--- config.mk ---
export PLATFORM = sky130hd
export DESIGN_NAME = alu_divider
export DESIGN_NICKNAME = d
export VERILOG_FILES = /design/src/rtl/alu_divider_pkg.sv /design/src/rtl/alu_divider_div_step.sv /design/src/rtl/alu_divider.sv
export SDC_FILE = /design/constraint.sdc
export NUM_CORES = 1
export LEC_CHECK = 0
export CAP_MARGIN = 15
export CORE_MARGIN = 10
export CORE_UTILIZATION = 50
export CTS_CLUSTER_DIAMETER = 150
export DETAILED_ROUTE_END_ITERATION = 10
export GPL_ROUTABILITY_DRIVEN = 0
export PLACE_DENSITY = 0.71
export SYNTH_ARGS = -nofsm -noshare
export SYNTH_HDL_FRONTEND = slang
export SYNTH_SLANG_ARGS = --single-unit
--- constraint.sdc ---
create_clock -name clk -period 5.8 [get_ports clk]
set_clock_uncertainty 0.1 [all_clocks]
set_input_delay 1.74 -clock clk [delete_from_list [all_inputs] [get_ports clk]]
set_output_delay 1.74 -clock clk [all_outputs]
set_load 0.005 [all_outputs]
--- src/rtl/alu_divider_pkg.sv ---
// Shared definitions for the ALU divider: operation encodings, FSM states
// and a small helper for signedness of an operation.
package alu_divider_pkg;

   typedef enum logic [1:0] {
      IDLE = 2'd0,
      RUN  = 2'd1,
      FIX  = 2'd2,
      DONE = 2'd3
   } div_state_t;

   localparam logic [1:0] OP_DIV  = 2'b00;
   localparam logic [1:0] OP_DIVU = 2'b01;
   localparam logic [1:0] OP_REM  = 2'b10;
   localparam logic [1:0] OP_REMU = 2'b11;

   // DIV and REM are the signed operations; bit 0 selects unsigned.
   function automatic logic is_signed_op(input logic [1:0] op);
      return ~op[0];
   endfunction

endpackage

--- src/rtl/alu_divider_div_step.sv ---
// One restoring shift-subtract iteration: shifts the next dividend bit into
// the partial remainder and subtracts the divisor when the result stays non-negative.
module alu_divider_div_step
   import alu_divider_pkg::*;
#(
   parameter int N = 32
) (
   input  logic [N:0]   rem,
   input  logic         dividend_msb,
   input  logic [N-1:0] divisor,
   output logic [N:0]   rem_next,
   output logic         q_bit
);

   logic [N+1:0] shifted;
   logic [N+1:0] trial;

   // The partial remainder stays below the divisor, so the extra top bit
   // only serves as the sign of the trial subtraction.
   assign shifted  = {rem, dividend_msb};
   assign trial    = shifted - {2'b00, divisor};
   assign q_bit    = ~trial[N+1];
   assign rem_next = q_bit ? trial[N:0] : shifted[N:0];

endmodule

--- src/rtl/alu_divider.sv ---
// Multi-cycle restoring divider for DIV/DIVU/REM/REMU with a start/busy/done
// handshake and a fixed latency of N+1 edges from the accepting edge to done.
module alu_divider
   import alu_divider_pkg::*;
#(
   parameter int OPERAND_LENGTH = 32
) (
   input  logic                      clk,
   input  logic                      rst,
   input  logic                      start,
   input  logic [OPERAND_LENGTH-1:0] opd1,
   input  logic [OPERAND_LENGTH-1:0] opd2,
   input  logic [1:0]                div_op_select,
   output logic                      busy,
   output logic                      done,
   output logic [OPERAND_LENGTH-1:0] div_result
);

   localparam int N  = OPERAND_LENGTH;
   localparam int CW = $clog2(N);

   div_state_t    state_reg, state_next;
   logic          accept;
   logic [CW-1:0] count_reg;
   logic [N:0]    rem_reg;
   logic [N-1:0]  dvd_reg;
   logic [N-1:0]  dsr_reg;
   logic [N-1:0]  result_reg;
   logic [N-1:0]  fix_value;
   logic [1:0]    op_reg;
   logic          neg_q_reg;
   logic          neg_r_reg;
   logic          sgn;
   logic [N:0]    rem_next;
   logic          q_bit;

   alu_divider_div_step #(.N(N)) u_step (
      .rem          (rem_reg),
      .dividend_msb (dvd_reg[N-1]),
      .divisor      (dsr_reg),
      .rem_next     (rem_next),
      .q_bit        (q_bit)
   );

   always_ff @(posedge clk) begin
      if (rst) state_reg <= IDLE;
      else     state_reg <= state_next;
   end

   always_comb begin
      state_next = state_reg;
      accept     = 1'b0;
      case (state_reg)
         IDLE: begin
            if (start) begin
               accept     = 1'b1;
               state_next = RUN;
            end
         end
         RUN:  if (count_reg == CW'(N - 1)) state_next = FIX;
         FIX:  state_next = DONE;
         DONE: begin
            accept     = start;
            state_next = start ? RUN : IDLE;
         end
         default: state_next = IDLE;
      endcase
   end

   // Divide by zero leaves the quotient all ones, so DIV only needs the
   // negation suppressed; overflow falls out of the unsigned math untouched.
   always_comb begin
      fix_value = dvd_reg;
      case (op_reg)
         OP_DIV:  fix_value = (dsr_reg == '0) ? {N{1'b1}} : (neg_q_reg ? -dvd_reg : dvd_reg);
         OP_DIVU: fix_value = dvd_reg;
         OP_REM:  fix_value = neg_r_reg ? -rem_reg[N-1:0] : rem_reg[N-1:0];
         OP_REMU: fix_value = rem_reg[N-1:0];
         default: fix_value = dvd_reg;
      endcase
   end

   assign sgn = is_signed_op(div_op_select);

   always_ff @(posedge clk) begin
      if (rst) begin
         count_reg  <= '0;
         rem_reg    <= '0;
         dvd_reg    <= '0;
         dsr_reg    <= '0;
         result_reg <= '0;
         op_reg     <= OP_DIV;
         neg_q_reg  <= 1'b0;
         neg_r_reg  <= 1'b0;
      end else if (accept) begin
         op_reg    <= div_op_select;
         dvd_reg   <= (sgn && opd1[N-1]) ? -opd1 : opd1;
         dsr_reg   <= (sgn && opd2[N-1]) ? -opd2 : opd2;
         neg_r_reg <= sgn & opd1[N-1];
         neg_q_reg <= sgn & (opd1[N-1] ^ opd2[N-1]);
         rem_reg   <= '0;
         count_reg <= '0;
      end else if (state_reg == RUN) begin
         rem_reg   <= rem_next;
         dvd_reg   <= {dvd_reg[N-2:0], q_bit};
         count_reg <= count_reg + CW'(1);
      end else if (state_reg == FIX) begin
         result_reg <= fix_value;
      end
   end

   assign busy       = (state_reg == RUN) || (state_reg == FIX);
   assign done       = (state_reg == DONE);
   assign div_result = result_reg;

endmodule
# == Word level (Yosys, flattened, before mapping) ==
# Cells that the tools add are included.
# totals
reg_bits,140
input_bits,69
output_inout_bits,34
elab_cells,56
# classes
addsub,6
eq_ne,9
muxes,15
bitwise_logic,7
n_reduce_logical,10
# ops
op,count
32-bit 2-to-1 mux,7
32-bit negation,4
32-bit case mux with 4 select lines,1
34-bit by 32-bit subtractor with 34-bit output,1
33-bit 2-to-1 mux,1
32-bit zero test,1
2-bit == test (second input constant),4
2-bit case mux with 4 select lines,1
5-bit by 1-bit adder with 5-bit output (second input constant),1
5-bit == test (second input constant),1
2-bit by 1-bit == test with 1-bit output (second input constant),2
2-bit zero test,2
2-bit 2-to-1 mux,2
2-bit inequality test (second input constant),2
1-bit inverter,4
3-bit AND reduction,1
1-bit bitwise AND,2
1-bit logical AND,2
1-bit 2-to-1 mux,2
1-bit case mux with 2 select lines,1
2-bit AND reduction,1
2-bit nonzero test,1
2-bit OR reduction,1
1-bit logical OR,1
1-bit XOR,1

# == Longest topological paths before layout ==
# depth
depth_word,4
mapped_depth,14

# == Hierarchy ==
# Synthesis repeated with hierarchy kept, for this count alone.
# unflattened
cells_unflattened,1398
area_unflattened_um2,10869.2
# by_module_without_submodules
module,instances,cells_each,area_each_um2,seq_area_each_um2
alu_divider,1,1092,8655.8,2802.7
alu_divider_div_step,1,306,2213.4,0.0

# == Least setup slack after synthesis ==
# No wires, ideal clock.
# synth_path
path_kind,input to register
from,input opd1[12]
to,register dvd_reg[26]
arrival_time_ns,3.872
t_required_ns,5.614
slack_ns,1.742
stages,9
path_buffers,0
path_cell_list,or4_1 -> or4_1 -> nor2_1 -> and2_1 -> nand2_1 -> o41ai_1 -> xnor2_1 -> nor2_1 -> a211oi_1
# synth_between
elab_chain_len,3
# synth_rtl
item,line,rtl
from (decl),alu_divider.sv:11,"input logic [OPERAND_LENGTH-1:0] opd1,"
32-bit negation,alu_divider.sv:97,dvd_reg <= (sgn && opd1[N-1]) ? -opd1 : opd1;
32-bit 2-to-1 mux,alu_divider.sv:97,
32-bit 2-to-1 mux,alu_divider.sv:95,end else if (accept) begin
to (signal assigned),alu_divider.sv:97,
to (signal assigned),alu_divider.sv:105,"dvd_reg <= {dvd_reg[N-2:0], q_bit};"
to (decl),alu_divider.sv:26,logic [N-1:0] dvd_reg;
# No other way between the ends.
# A chain may end at the register's enable or synchronous reset.

# == Worst setup path in the final report ==
# layout_path
from,input opd1[4]
to,register dvd_reg[27]
# The elaborated chain is that of the path after synthesis.

==> impl_metrics.toml <==
[synth]
synthMuxAreaShare_pct = 5.91
synth_area_um2 = 10500
ys.flop_type = "dfxtp_1"
postSynthAreaPerCell_um2 = 7.59
synthAdderAreaFrac_pct = 5.31
synth-seq-cells = 140
ys_seq_area_share_pct = 26.7
syn_nets = 1497
synth-compound-area-share_pct = 27.7
synth_top_family_by_area = "compound AO/OA/AOI/OAI gates"
yosys_warnings = 0
syn-instance-count = 1384
synthSimpleGateAreaFrac_pct = 18.9
yosysUniqueCellTypes = 61
synthArstFlopShare_pct = 0
synth_xor_xnor_area_share_pct = 9.67
synth_edf_count = 0

[timing]
fmax_mhz = 228
rsz0062_at_grt = "no"
timing.final.ws_setup_ps = 1410
max-slew-margin-rel_pct = 21.6
tightest_slew_ps = 1180
finalSetupViolations = 0
report.final.slew_viol_count = 0
min_period_ps = 4390
tns_ps = 0
post-route-period-util_pct = 75.7
final-hold-violation-count = 0

[drt]
drt-pass1-iter-count = 5
drt-vias-per-instance = 6.19
ant_nets = 0
routedWlPerCell_um = 18.8
drc = 0
wirelength_mm = 32.0
vias = 10500
drt_iter0_drc = 1034

[clocking]
clockRootBuffer = "clkbuf_16"
numCtsBuffers = 17
hold_buffers = 0
clk_pin_slew_worst_paths_ps = 60
htreeDepth = 4
clkLatencyLatePin_ps = 430
cts.repair.resized = 0
clock-sinks = 140
cts_max_path_buffers = 2
cts_setup_buffers = 0
cts_tree = "yes"

[placement]
pre_cts_slack_ps = 1010
portBuffers = 102
placed_area_um2 = 11600
detailed_place_hpwl_mm = 23.9
post-place-cells = 1676

[global_route]
overflow = 0
antenna_found_initial = 0
grt_pass1_vias = 9669
grt_usage_pct = 22.9
grt_max_degree = 103
grt_first_pass_wirelength_mm = 50.8

[worst_setup_path]
cp-end-kind = "register"
r2r_cells = 12
r2r-end = "rem_reg[20]"
critPathLaunchType = "input pin"
worstPathMaxFanout = 4
r2r_slack_ps = 1500
worstPathArrival_ps = 4640
r2r-start = "dsr_reg[1]"
worstPathRequired_ps = 6050
crit_type = "in -> reg"

[finish]
final_cells = 1705
final.fill_count = 1931
drive_above_1_share_pct = 3.41
final_cell_mix = "149 x nor2_1, 140 x dfxtp_1, 139 x a21oi_1, 101 x clkdlybuf4s50_1, 85 x nand2_1"
antennaDiodeCount = 0
largest_register_ffs = 33
nNetsFinal = 1538
layout_commonest_cell = "nor2_1"
stdcell_area_um2 = 12100
areaGrowthSynthToFinish_pct = 15.1

[power_and_ir_drop]
p_per_area_nw_per_um2 = 610
p_leak_nw = 4.51
finalPower_mw = 7.38
ir_worst_vdd_mv = 0.377
swShare_pct = 49.2
p_switching_mw = 3.63
comb_power_share_pct = 63.2
power_frac_seq_pct = 23.6
clock_power_share_pct = 13.2
internal-power_mw = 3.75

[hold_path]
hold_depth = 2
hp-class = "reg -> reg"
hp-start = "div_result[13]"
hold_end = "div_result[13]"

[die]
dieArea_um2 = 27200
start_util_pct = 51.4
io_pins = 103
placementRows = 52
fp.coreArea_um2 = 20400
die_h_um = 165
die_w_um = 165

[outcome]
status = "finished, final reports clean"

[job]
cap_violations = 0
## per-layer routing
layer / vias to the layer above / GRT usage (%) / part of all wire [%]
met5: - / 0 / 0
met4: 0 / 7.37 / 1.8
met3: 37 / 3.91 / 8.1
met2: 428 / 35.0 / 44
met1: 4917 / 32.1 / 46
li1: 5166 / - / -
## worst max-delay path by stage
stage | from | to | slack, ps | depth (start not counted)
finish | opd1[4] | dvd_reg[27] | 1410 | 10
global route | opd1[2] | dvd_reg[27] | 1090 | 10
CTS | opd1[4] | dvd_reg[27] | 1450 | 10
detailed placement | opd1[4] | dvd_reg[27] | 1010 | 10
global placement | opd1[12] | dvd_reg[26] | 1130 | 10
floorplan | opd1[12] | dvd_reg[26] | 1740 | 9
## kinds of logic (layout without fill, tap and decap cells)
| kind of cell | count (synthesis) | in the layout |
|---|---|---|
| xor gates and xnor gates | 116 | 116 |
| buffers and inverters | 153 | 204 |
| muxes | 62 | 62 |
| and+or+nand+nor | 412 | 412 |
| adders and majority gates | 44 | 44 |
| AOI/OAI and AO/OA | 457 | 457 |
| DFF | 140 | 140 |
## synth_stat cells, drive strengths merged, types with 43 or more instances
cell type / n / area share, %
nor2: 150 / 5.4
dfxtp: 140 / 27
a21oi: 139 / 6.6
nand2: 85 / 3.0
o21ai: 84 / 4.0
a211oi: 79 / 5.6
clkbuf: 78 / 2.8
mux2i: 62 / 5.9
inv: 61 / 2.2
xnor2: 58 / 4.8
xor2: 58 / 4.8
ha: 43 / 5.1
## area by class of cell
type	instances	area [um2]	share of cell area, %
multi-input combinational	1091	7110	58.8
sequential	140	2800	23.2
timing repair buffer	114	1110	9.14
clock buffer	21	460	3.81
tap	270	338	2.79
inverter	61	229	1.89
clock inverter	8	47.5	0.393
## metrics by stage
stage	hold WS (ps)	utilization [%]
after global routing	384	59.2
after CTS	358	59.2
after floorplan	348	-
after global placement	345	56.7
final	358	59.2
after detailed placement	350	56.7
## power by group through the flow
| stage | registers [mW] | logic [mW] | clock network, mW |
|---|---|---|---|
| 2_1_floorplan | 1.53 | 3.77 | 0 |
| 3_3_place_gp | 1.73 | 4.49 | 0 |
| 3_5_place_dp | 1.73 | 4.57 | 0 |
| 4_1_cts | 1.72 | 4.60 | 0.983 |
| 5_1_grt | 1.77 | 5.14 | 1.02 |
| 6_report | 1.74 | 4.66 | 0.976 |
## critical path, cell delays in order
cell	delay, ps
clkdlybuf4s50_1	460
nor4_1	510
nor4b_1	610
nor2b_1	320
and3_1	240
nor2b_1	250
nor2_1	80
xor2_1	160
nor2_1	50
a211oi_1	210
No activity file was read; power rests on OpenSTA's default activity.
